### src/rtl/exc_pkg.sv
// Shared constants for the MIPS-32 exception controller: exception codes, CP0 register
// numbers, Status/Cause bit positions and the priority encoder.
package exc_pkg;

    typedef enum logic {StRun, StFlush} exc_state_e;

    localparam logic [31:0] EXC_VECTOR_DEF = 32'hBFC0_0380;

    localparam logic [31:0] CODE_NONE = 32'h00;
    localparam logic [31:0] CODE_INT  = 32'h01;
    localparam logic [31:0] CODE_ADEL = 32'h04;
    localparam logic [31:0] CODE_ADES = 32'h05;
    localparam logic [31:0] CODE_SYS  = 32'h08;
    localparam logic [31:0] CODE_BP   = 32'h09;
    localparam logic [31:0] CODE_RI   = 32'h0a;
    localparam logic [31:0] CODE_OV   = 32'h0c;
    localparam logic [31:0] CODE_ERET = 32'h0e;

    localparam logic [4:0] CP0_BADVADDR = 5'd8;
    localparam logic [4:0] CP0_COUNT    = 5'd9;
    localparam logic [4:0] CP0_COMPARE  = 5'd11;
    localparam logic [4:0] CP0_STATUS   = 5'd12;
    localparam logic [4:0] CP0_CAUSE    = 5'd13;
    localparam logic [4:0] CP0_EPC      = 5'd14;

    localparam int unsigned ST_IE     = 0;
    localparam int unsigned ST_EXL    = 1;
    localparam int unsigned ST_IM_LO  = 8;
    localparam int unsigned CA_EXC_LO = 2;
    localparam int unsigned CA_IP_LO  = 8;
    localparam int unsigned CA_BD     = 31;

    // vec = {overflow, invalid, eret, break, syscall, ades, adel}; first match wins.
    function automatic logic [31:0] exc_encode(input logic valid, input logic irq,
                                               input logic [6:0] vec);
        logic [31:0] code;
        code = CODE_NONE;
        if (valid) begin
            if (irq)         code = CODE_INT;
            else if (vec[0]) code = CODE_ADEL;
            else if (vec[1]) code = CODE_ADES;
            else if (vec[2]) code = CODE_SYS;
            else if (vec[3]) code = CODE_BP;
            else if (vec[4]) code = CODE_ERET;
            else if (vec[5]) code = CODE_RI;
            else if (vec[6]) code = CODE_OV;
        end
        return code;
    endfunction

endpackage

### src/rtl/exc_sync2.sv
// Two-flop synchroniser for level-sensitive asynchronous inputs.
module exc_sync2 #(
    parameter int unsigned WIDTH = 1
) (
    input  logic             clk,
    input  logic             rst_n,
    input  logic [WIDTH-1:0] async_i,
    output logic [WIDTH-1:0] sync_o
);

    logic [WIDTH-1:0] meta_q, meta_d;
    logic [WIDTH-1:0] sync_q, sync_d;

    always_comb begin
        meta_d = async_i;
        sync_d = meta_q;
    end

    always_ff @(posedge clk or negedge rst_n) begin
        if (!rst_n) begin
            meta_q <= '0;
            sync_q <= '0;
        end else begin
            meta_q <= meta_d;
            sync_q <= sync_d;
        end
    end

    assign sync_o = sync_q;

endmodule

### src/rtl/exc_ctrl.sv
// MEM/WB exception and interrupt controller: prioritises events, owns the exception CP0
// registers and issues a registered one-cycle flush with its redirect PC.
module exc_ctrl
    import exc_pkg::*;
#(
    parameter int unsigned       NUM_HW_INT = 6,
    parameter bit                TIMER_EN   = 1'b1,
    parameter int unsigned       ADDR_W     = 32,
    parameter logic [ADDR_W-1:0] EXC_VECTOR = ADDR_W'(EXC_VECTOR_DEF)
) (
    input  logic                  clk,
    input  logic                  rst_n,
    input  logic                  stall,
    input  logic                  mem_valid,
    input  logic [ADDR_W-1:0]     mem_pc,
    input  logic                  mem_bd,
    input  logic [ADDR_W-1:0]     mem_badaddr,
    input  logic [6:0]            exc_vec,
    input  logic [NUM_HW_INT-1:0] hw_int,
    input  logic                  cp0_we,
    input  logic [4:0]            cp0_addr,
    input  logic [31:0]           cp0_wdata,
    output logic [31:0]           cp0_rdata,
    output logic [31:0]           excepttype,
    output logic                  flush,
    output logic [ADDR_W-1:0]     redirect_pc,
    output logic [31:0]           status_o,
    output logic [31:0]           cause_o,
    output logic [31:0]           epc_o
);

    logic [NUM_HW_INT-1:0] hw_sync;

    exc_sync2 #(.WIDTH(NUM_HW_INT)) u_sync (
        .clk    (clk),
        .rst_n  (rst_n),
        .async_i(hw_int),
        .sync_o (hw_sync)
    );

    exc_state_e        state_q, state_d;
    logic              flush_q, flush_d;
    logic [ADDR_W-1:0] redirect_q, redirect_d;
    logic [ADDR_W-1:0] epc_q, epc_d;
    logic [ADDR_W-1:0] badvaddr_q, badvaddr_d;
    logic [31:0]       status_q, status_d;
    logic [31:0]       count_q, count_d;
    logic [31:0]       compare_q, compare_d;
    logic [4:0]        exc_code_q, exc_code_d;
    logic [1:0]        ip_sw_q, ip_sw_d;
    logic              bd_q, bd_d;
    logic              timer_q, timer_d;
    logic              tick_q, tick_d;

    logic [5:0]  ip_hw;
    logic [7:0]  ip;
    logic [31:0] cause;
    logic        irq;
    logic        commit;

    // Hardware IP bits are live from the synchroniser, so they are read-only to MTC0.
    always_comb begin
        ip_hw = '0;
        ip_hw[NUM_HW_INT-1:0] = hw_sync;
        ip_hw[5] = ip_hw[5] | (TIMER_EN & timer_q);
    end

    assign ip    = {ip_hw, ip_sw_q};
    assign cause = {bd_q, 15'b0, ip, 1'b0, exc_code_q, 2'b0};
    assign irq   = (|(ip & status_q[ST_IM_LO +: 8])) && !status_q[ST_EXL] && status_q[ST_IE];

    assign excepttype = exc_encode(mem_valid && (state_q == StRun), irq, exc_vec);
    assign commit     = (excepttype != CODE_NONE) && !stall;

    always_comb begin
        state_d    = StRun;
        flush_d    = 1'b0;
        redirect_d = redirect_q;
        epc_d      = epc_q;
        badvaddr_d = badvaddr_q;
        status_d   = status_q;
        compare_d  = compare_q;
        exc_code_d = exc_code_q;
        ip_sw_d    = ip_sw_q;
        bd_d       = bd_q;
        tick_d     = ~tick_q;
        count_d    = tick_q ? count_q + 32'd1 : count_q;
        timer_d    = timer_q;
        // Match is taken as Count steps onto Compare, so the reset state 0 == 0 stays quiet.
        if (tick_q && (count_q + 32'd1 == compare_q)) timer_d = 1'b1;

        if (commit) begin
            state_d = StFlush;
            flush_d = 1'b1;
            if (excepttype == CODE_ERET) begin
                status_d[ST_EXL] = 1'b0;
                redirect_d       = epc_q;
            end else begin
                exc_code_d = (excepttype == CODE_INT) ? 5'd0 : excepttype[4:0];
                if (!status_q[ST_EXL]) begin
                    epc_d = mem_bd ? mem_pc - ADDR_W'(4) : mem_pc;
                    bd_d  = mem_bd;
                end
                status_d[ST_EXL] = 1'b1;
                if (excepttype == CODE_ADEL || excepttype == CODE_ADES) badvaddr_d = mem_badaddr;
                redirect_d = EXC_VECTOR;
            end
        end else if (cp0_we) begin
            case (cp0_addr)
                CP0_COUNT: begin
                    count_d = cp0_wdata;
                    tick_d  = 1'b0;
                    timer_d = timer_q;
                end
                CP0_COMPARE: begin
                    compare_d = cp0_wdata;
                    timer_d   = 1'b0;
                end
                CP0_STATUS: status_d = cp0_wdata;
                CP0_CAUSE:  ip_sw_d  = cp0_wdata[CA_IP_LO +: 2];
                CP0_EPC:    epc_d    = ADDR_W'(cp0_wdata);
                default: ;
            endcase
        end
    end

    always_ff @(posedge clk or negedge rst_n) begin
        if (!rst_n) begin
            state_q    <= StRun;
            flush_q    <= 1'b0;
            redirect_q <= '0;
            epc_q      <= '0;
            badvaddr_q <= '0;
            status_q   <= '0;
            count_q    <= '0;
            compare_q  <= '0;
            exc_code_q <= '0;
            ip_sw_q    <= '0;
            bd_q       <= 1'b0;
            timer_q    <= 1'b0;
            tick_q     <= 1'b0;
        end else begin
            state_q    <= state_d;
            flush_q    <= flush_d;
            redirect_q <= redirect_d;
            epc_q      <= epc_d;
            badvaddr_q <= badvaddr_d;
            status_q   <= status_d;
            count_q    <= count_d;
            compare_q  <= compare_d;
            exc_code_q <= exc_code_d;
            ip_sw_q    <= ip_sw_d;
            bd_q       <= bd_d;
            timer_q    <= timer_d;
            tick_q     <= tick_d;
        end
    end

    always_comb begin
        cp0_rdata = '0;
        case (cp0_addr)
            CP0_BADVADDR: cp0_rdata = 32'(badvaddr_q);
            CP0_COUNT:    cp0_rdata = count_q;
            CP0_COMPARE:  cp0_rdata = compare_q;
            CP0_STATUS:   cp0_rdata = status_q;
            CP0_CAUSE:    cp0_rdata = cause;
            CP0_EPC:      cp0_rdata = 32'(epc_q);
            default: ;
        endcase
    end

    assign flush       = flush_q;
    assign redirect_pc = redirect_q;
    assign status_o    = status_q;
    assign cause_o     = cause;
    assign epc_o       = 32'(epc_q);

endmodule

### config.mk
export PLATFORM = sky130hd
export DESIGN_NAME = exc_ctrl
export DESIGN_NICKNAME = d
export VERILOG_FILES = /design/src/rtl/exc_pkg.sv /design/src/rtl/exc_sync2.sv /design/src/rtl/exc_ctrl.sv
export SDC_FILE = /design/constraint.sdc
export NUM_CORES = 1
export LEC_CHECK = 0
export BUFFER_PORTS_ARGS = -buffer_cell sky130_fd_sc_hd__clkbuf_2
export CAP_MARGIN = 20
export CORE_ASPECT_RATIO = 1.4
export CORE_MARGIN = 4
export CORE_UTILIZATION = 58
export CTS_CLUSTER_DIAMETER = 200
export DETAILED_ROUTE_END_ITERATION = 10
export PLACE_DENSITY = 0.92
export SYNTH_ARGS = -nofsm -noshare
export SYNTH_HDL_FRONTEND = slang
export SYNTH_SLANG_ARGS = --single-unit
### constraint.sdc
create_clock -name clk -period 4.6 [get_ports clk]
set_input_delay 0.92 -clock clk [delete_from_list [all_inputs] [get_ports clk]]
set_output_delay 0.92 -clock clk [all_outputs]
set_load 0.01 [all_outputs]
==> out/metrics.json <==
{
  "critical_path": {
    "critical_path.cell_chain": "a22oi_1, and4_1, a21oi_1, nand2b_1, a2111oi_2, clkbuf_2",
    "worstSetupEndpointType": "primary output",
    "path_class": "reg -> out",
    "worstPathRequired_ns": 3.68,
    "timing.critical_path.slowest_cell_delay_ns": 0.49,
    "ff2ff_setup_slack_ns": 1.02,
    "critical_path.n_buffers_inverters": 1,
    "crit_path_top_delay_cell": "sky130_fd_sc_hd__a2111oi_2",
    "worstPathArrival_ns": 2.71,
    "timing.critical_path.max_delay_family": "compound AO/OA/AOI/OAI gates",
    "critical_path.startpoint_type": "flop",
    "r2r-end": "badvaddr_q[21]",
    "worst_r2r_path_depth": 8,
    "crit_path_max_fanout": 4,
    "r2r-start": "u_sync.sync_o[0]"
  },
  "clocking": {
    "clk_transition_reported_paths_ns": 0.06,
    "cts-hold-fix-buffers": 0,
    "cts_root_buffer_type": "sky130_fd_sc_hd__clkbuf_16",
    "clk_path_buf_depth": 3,
    "post_cts_resized": 0,
    "postCtsSetupBuffers": 0,
    "tritoncts.num_buffers": 22,
    "cts_max_level": 1,
    "tritoncts": "done",
    "cts.sink_count": 214,
    "clk-insertion-delay-late_ns": 0.51
  },
  "logic_synthesis": {
    "post_synth_main_area_contributors": "sky130_fd_sc_hd__dfrtp_1 46%, sky130_fd_sc_hd__mux2_2 9.7%, sky130_fd_sc_hd__a22oi_1 4.9%",
    "ys_async_sr_fraction_pct": 100,
    "ys_types": 64,
    "yosys_warnings": 0,
    "dominantRegCellSynth": "sky130_fd_sc_hd__dfrtp_1",
    "synthesis.area_per_instance_um2": 10.0,
    "synthMostInstantiatedCell": "sky130_fd_sc_hd__dfrtp_1",
    "synth_seq_cells": 214,
    "netlist.area_leader.share_pct": 45.9,
    "yosys.area.top_type": "sky130_fd_sc_hd__dfrtp_1",
    "yosys-top-cells-count": "214 x sky130_fd_sc_hd__dfrtp_1, 128 x sky130_fd_sc_hd__nand2_1, 101 x sky130_fd_sc_hd__mux2_2, 76 x sky130_fd_sc_hd__a22oi_1, 69 x sky130_fd_sc_hd__o21ai_0",
    "synth_edf_count": 0,
    "ys_seq_area_share_pct": 45.9,
    "syn_area_um2": 11700,
    "postSynthCellCount": 1166
  },
  "floorplan": {
    "start_util_pct": 58.9,
    "die-width_um": 128,
    "top_level_ports": 313,
    "die_y_um": 176,
    "floorplan.rows": 61,
    "fp.coreArea_um2": 19800,
    "floorplan.die_area_um2": 22500
  },
  "placed_design": {
    "count_of_buffers_from_port_buffering": 265,
    "gp_congestion": 0.951,
    "hpwlAfterDp_um": 29100,
    "post_dp_cell_area_um2": 13000,
    "dp_cells": 1619,
    "pre_cts_ws_ns": 0.883
  },
  "layout": {
    "final_cell_count_no_fill": 1661,
    "multiInputGateArea_um2": 5810,
    "n_fill_cell": 1428,
    "seqCellArea_um2": 5360,
    "final_nets": 1513,
    "layout-drive-gt1-share_pct": 31.5,
    "fin_area_um2": 13800,
    "areaGrowthSynthToFinish_pct": 18.0
  },
  "power": {
    "leakage_power_nw": 6.30,
    "power_density_nw_per_um2": 441,
    "worst_ir_drop_vdd_v": 0.000390,
    "finalPower_mw": 6.08
  },
  "route": {
    "total_number_of_vias": 10600,
    "drt.antenna.violating_nets": 0,
    "route.detailed.vias_per_inst": 6.39,
    "drt-wirelength-per-cell_um": 24.0,
    "wirelength_um": 39800,
    "drt-pass1-iter-count": 6,
    "drc": 0,
    "first_iter_violations": 1026
  },
  "sta": {
    "final.setup.tns_ns": 0,
    "slew_violations": 0,
    "hold_violations": 0,
    "min_period_ns": 3.63,
    "rsz0062_at_grt": "no",
    "fin_crit_sh_pct": 78.9,
    "slew_headroom_pct": 32.0,
    "worst_pin_slew_ns": 1.02,
    "setup_viol": 0,
    "max_freq_mhz": 276,
    "fin_worst_skew_ns": 0.0111,
    "post-route-worst-setup-slack_ns": 0.971
  },
  "global_routing": {
    "gr-usage-all-layers_pct": 34.7,
    "via_count_of_the_first_global_routing_pass": 10500,
    "grt_overflow_total": 0,
    "antenna_found_initial": 2,
    "wire_length_of_the_first_global_routing_pass_um": 60600,
    "grt_max_degree": 107
  },
  "worst_hold_path": {
    "min-delay-path-class": "reg -> reg",
    "timing.hold.worst_endpoint": "u_sync.sync_o[5]",
    "timing.hold.worst_path_depth": 0,
    "hold_path.startpoint": "u_sync.meta_q[5]"
  },
  "outcome": {
    "outcome": "complete, no violations"
  },
  "run": {
    "drv_cap": 0
  }
}
## flip-flops by register name (all words and copies together) (netlist names)
register	flops
ip_sw_q	2
status_o	32
flush	1
u_sync.meta_q	6
timer_q	1
redirect_pc	32
epc_o	32
count_q	32
u_sync.sync_o	6
bd_q	1
compare_q	32
exc_code_q	4
badvaddr_q	32
tick_q	1
## metal layers
| metal | track usage, % | wire [um] | share of wire [%] |
|---|---|---|---|
| met1 | 40.2 | 13400 | 34 |
| met2 | 56.8 | 19000 | 48 |
| met3 | 6.15 | 3770 | 9.5 |
| met4 | 25.9 | 3680 | 9.2 |
| met5 | 0 | 0 | 0 |
## stage by stage
step / utilization, % / hold slack [ns]
after CTS: 69.4 / 0.353
after detailed placement: 65.5 / 0.340
after floorplan: - / 0.331
final: 69.4 / 0.352
after global placement: 65.5 / 0.333
after global routing: 69.4 / 0.358
## where the power goes
part	switching (mW)	internal [mW]
Sequential	0.581	2.25
Clock	0.747	1.16
Combinational	0.733	0.607
## cell usage in the layout, fill, tap and decap left out, types with 4 or more instances in the layout
cell	synthesis	layout
sky130_fd_sc_hd__clkbuf_8	0	9
sky130_fd_sc_hd__a22o_1	21	21
sky130_fd_sc_hd__xnor2_1	46	46
sky130_fd_sc_hd__nand4_1	26	26
sky130_fd_sc_hd__mux2_2	101	101
sky130_fd_sc_hd__o22a_1	12	12
sky130_fd_sc_hd__nand2b_1	6	6
sky130_fd_sc_hd__inv_1	7	7
sky130_fd_sc_hd__clkbuf_16	0	23
sky130_fd_sc_hd__a211oi_1	4	4
sky130_fd_sc_hd__nor3_1	26	23
sky130_fd_sc_hd__xor2_1	54	54
sky130_fd_sc_hd__clkbuf_2	1	264
sky130_fd_sc_hd__conb_1	1	47
sky130_fd_sc_hd__a21oi_1	24	24
sky130_fd_sc_hd__nand2_1	128	128
sky130_fd_sc_hd__nor2b_1	5	4
sky130_fd_sc_hd__and3_1	9	8
sky130_fd_sc_hd__buf_4	54	20
sky130_fd_sc_hd__o21ai_0	69	69
sky130_fd_sc_hd__a22oi_1	76	76
sky130_fd_sc_hd__mux2i_1	17	17
sky130_fd_sc_hd__or3_1	13	13
sky130_fd_sc_hd__nor4_1	9	9
sky130_fd_sc_hd__o31ai_1	5	5
sky130_fd_sc_hd__nor2_1	56	55
sky130_fd_sc_hd__nand3_1	51	51
sky130_fd_sc_hd__dfrtp_1	214	214
## kinds of logic after synthesis
group	count (synthesis)	share of synthesized area [%]
compound gates	234	13.6
xor+xnor	100	7.50
fa+ha+maj	2	0.214
buf+inv	138	6.35
flops	214	45.9
mux	118	11.2
other cells	1	0.0321
simple gates	359	15.2
## worst max-delay path by stage
stage | from | end | slack (ns) | cells after the start
finish | u_sync.sync_o[0] | excepttype[3] | 0.97 | 6
global route | u_sync.sync_o[0] | excepttype[3] | 0.87 | 6
CTS | u_sync.sync_o[0] | excepttype[3] | 1.0 | 6
detailed placement | exc_vec[2] | count_q[20] | 0.88 | 7
global placement | exc_vec[2] | count_q[27] | 1.02 | 7
floorplan | cp0_addr[4] | cp0_rdata[11] | 1.47 | 6
## cell type report
type / count / area share (%)
timing repair buffer: 285 / 10.8
multi-input combinational: 860 / 42.2
clock buffer: 34 / 5.06
sequential: 214 / 38.9
clock inverter: 6 / 0.608
antenna: 2 / 0.0363
tap: 252 / 2.29
inverter: 8 / 0.218
No activity file was read; power rests on OpenSTA's default activity.
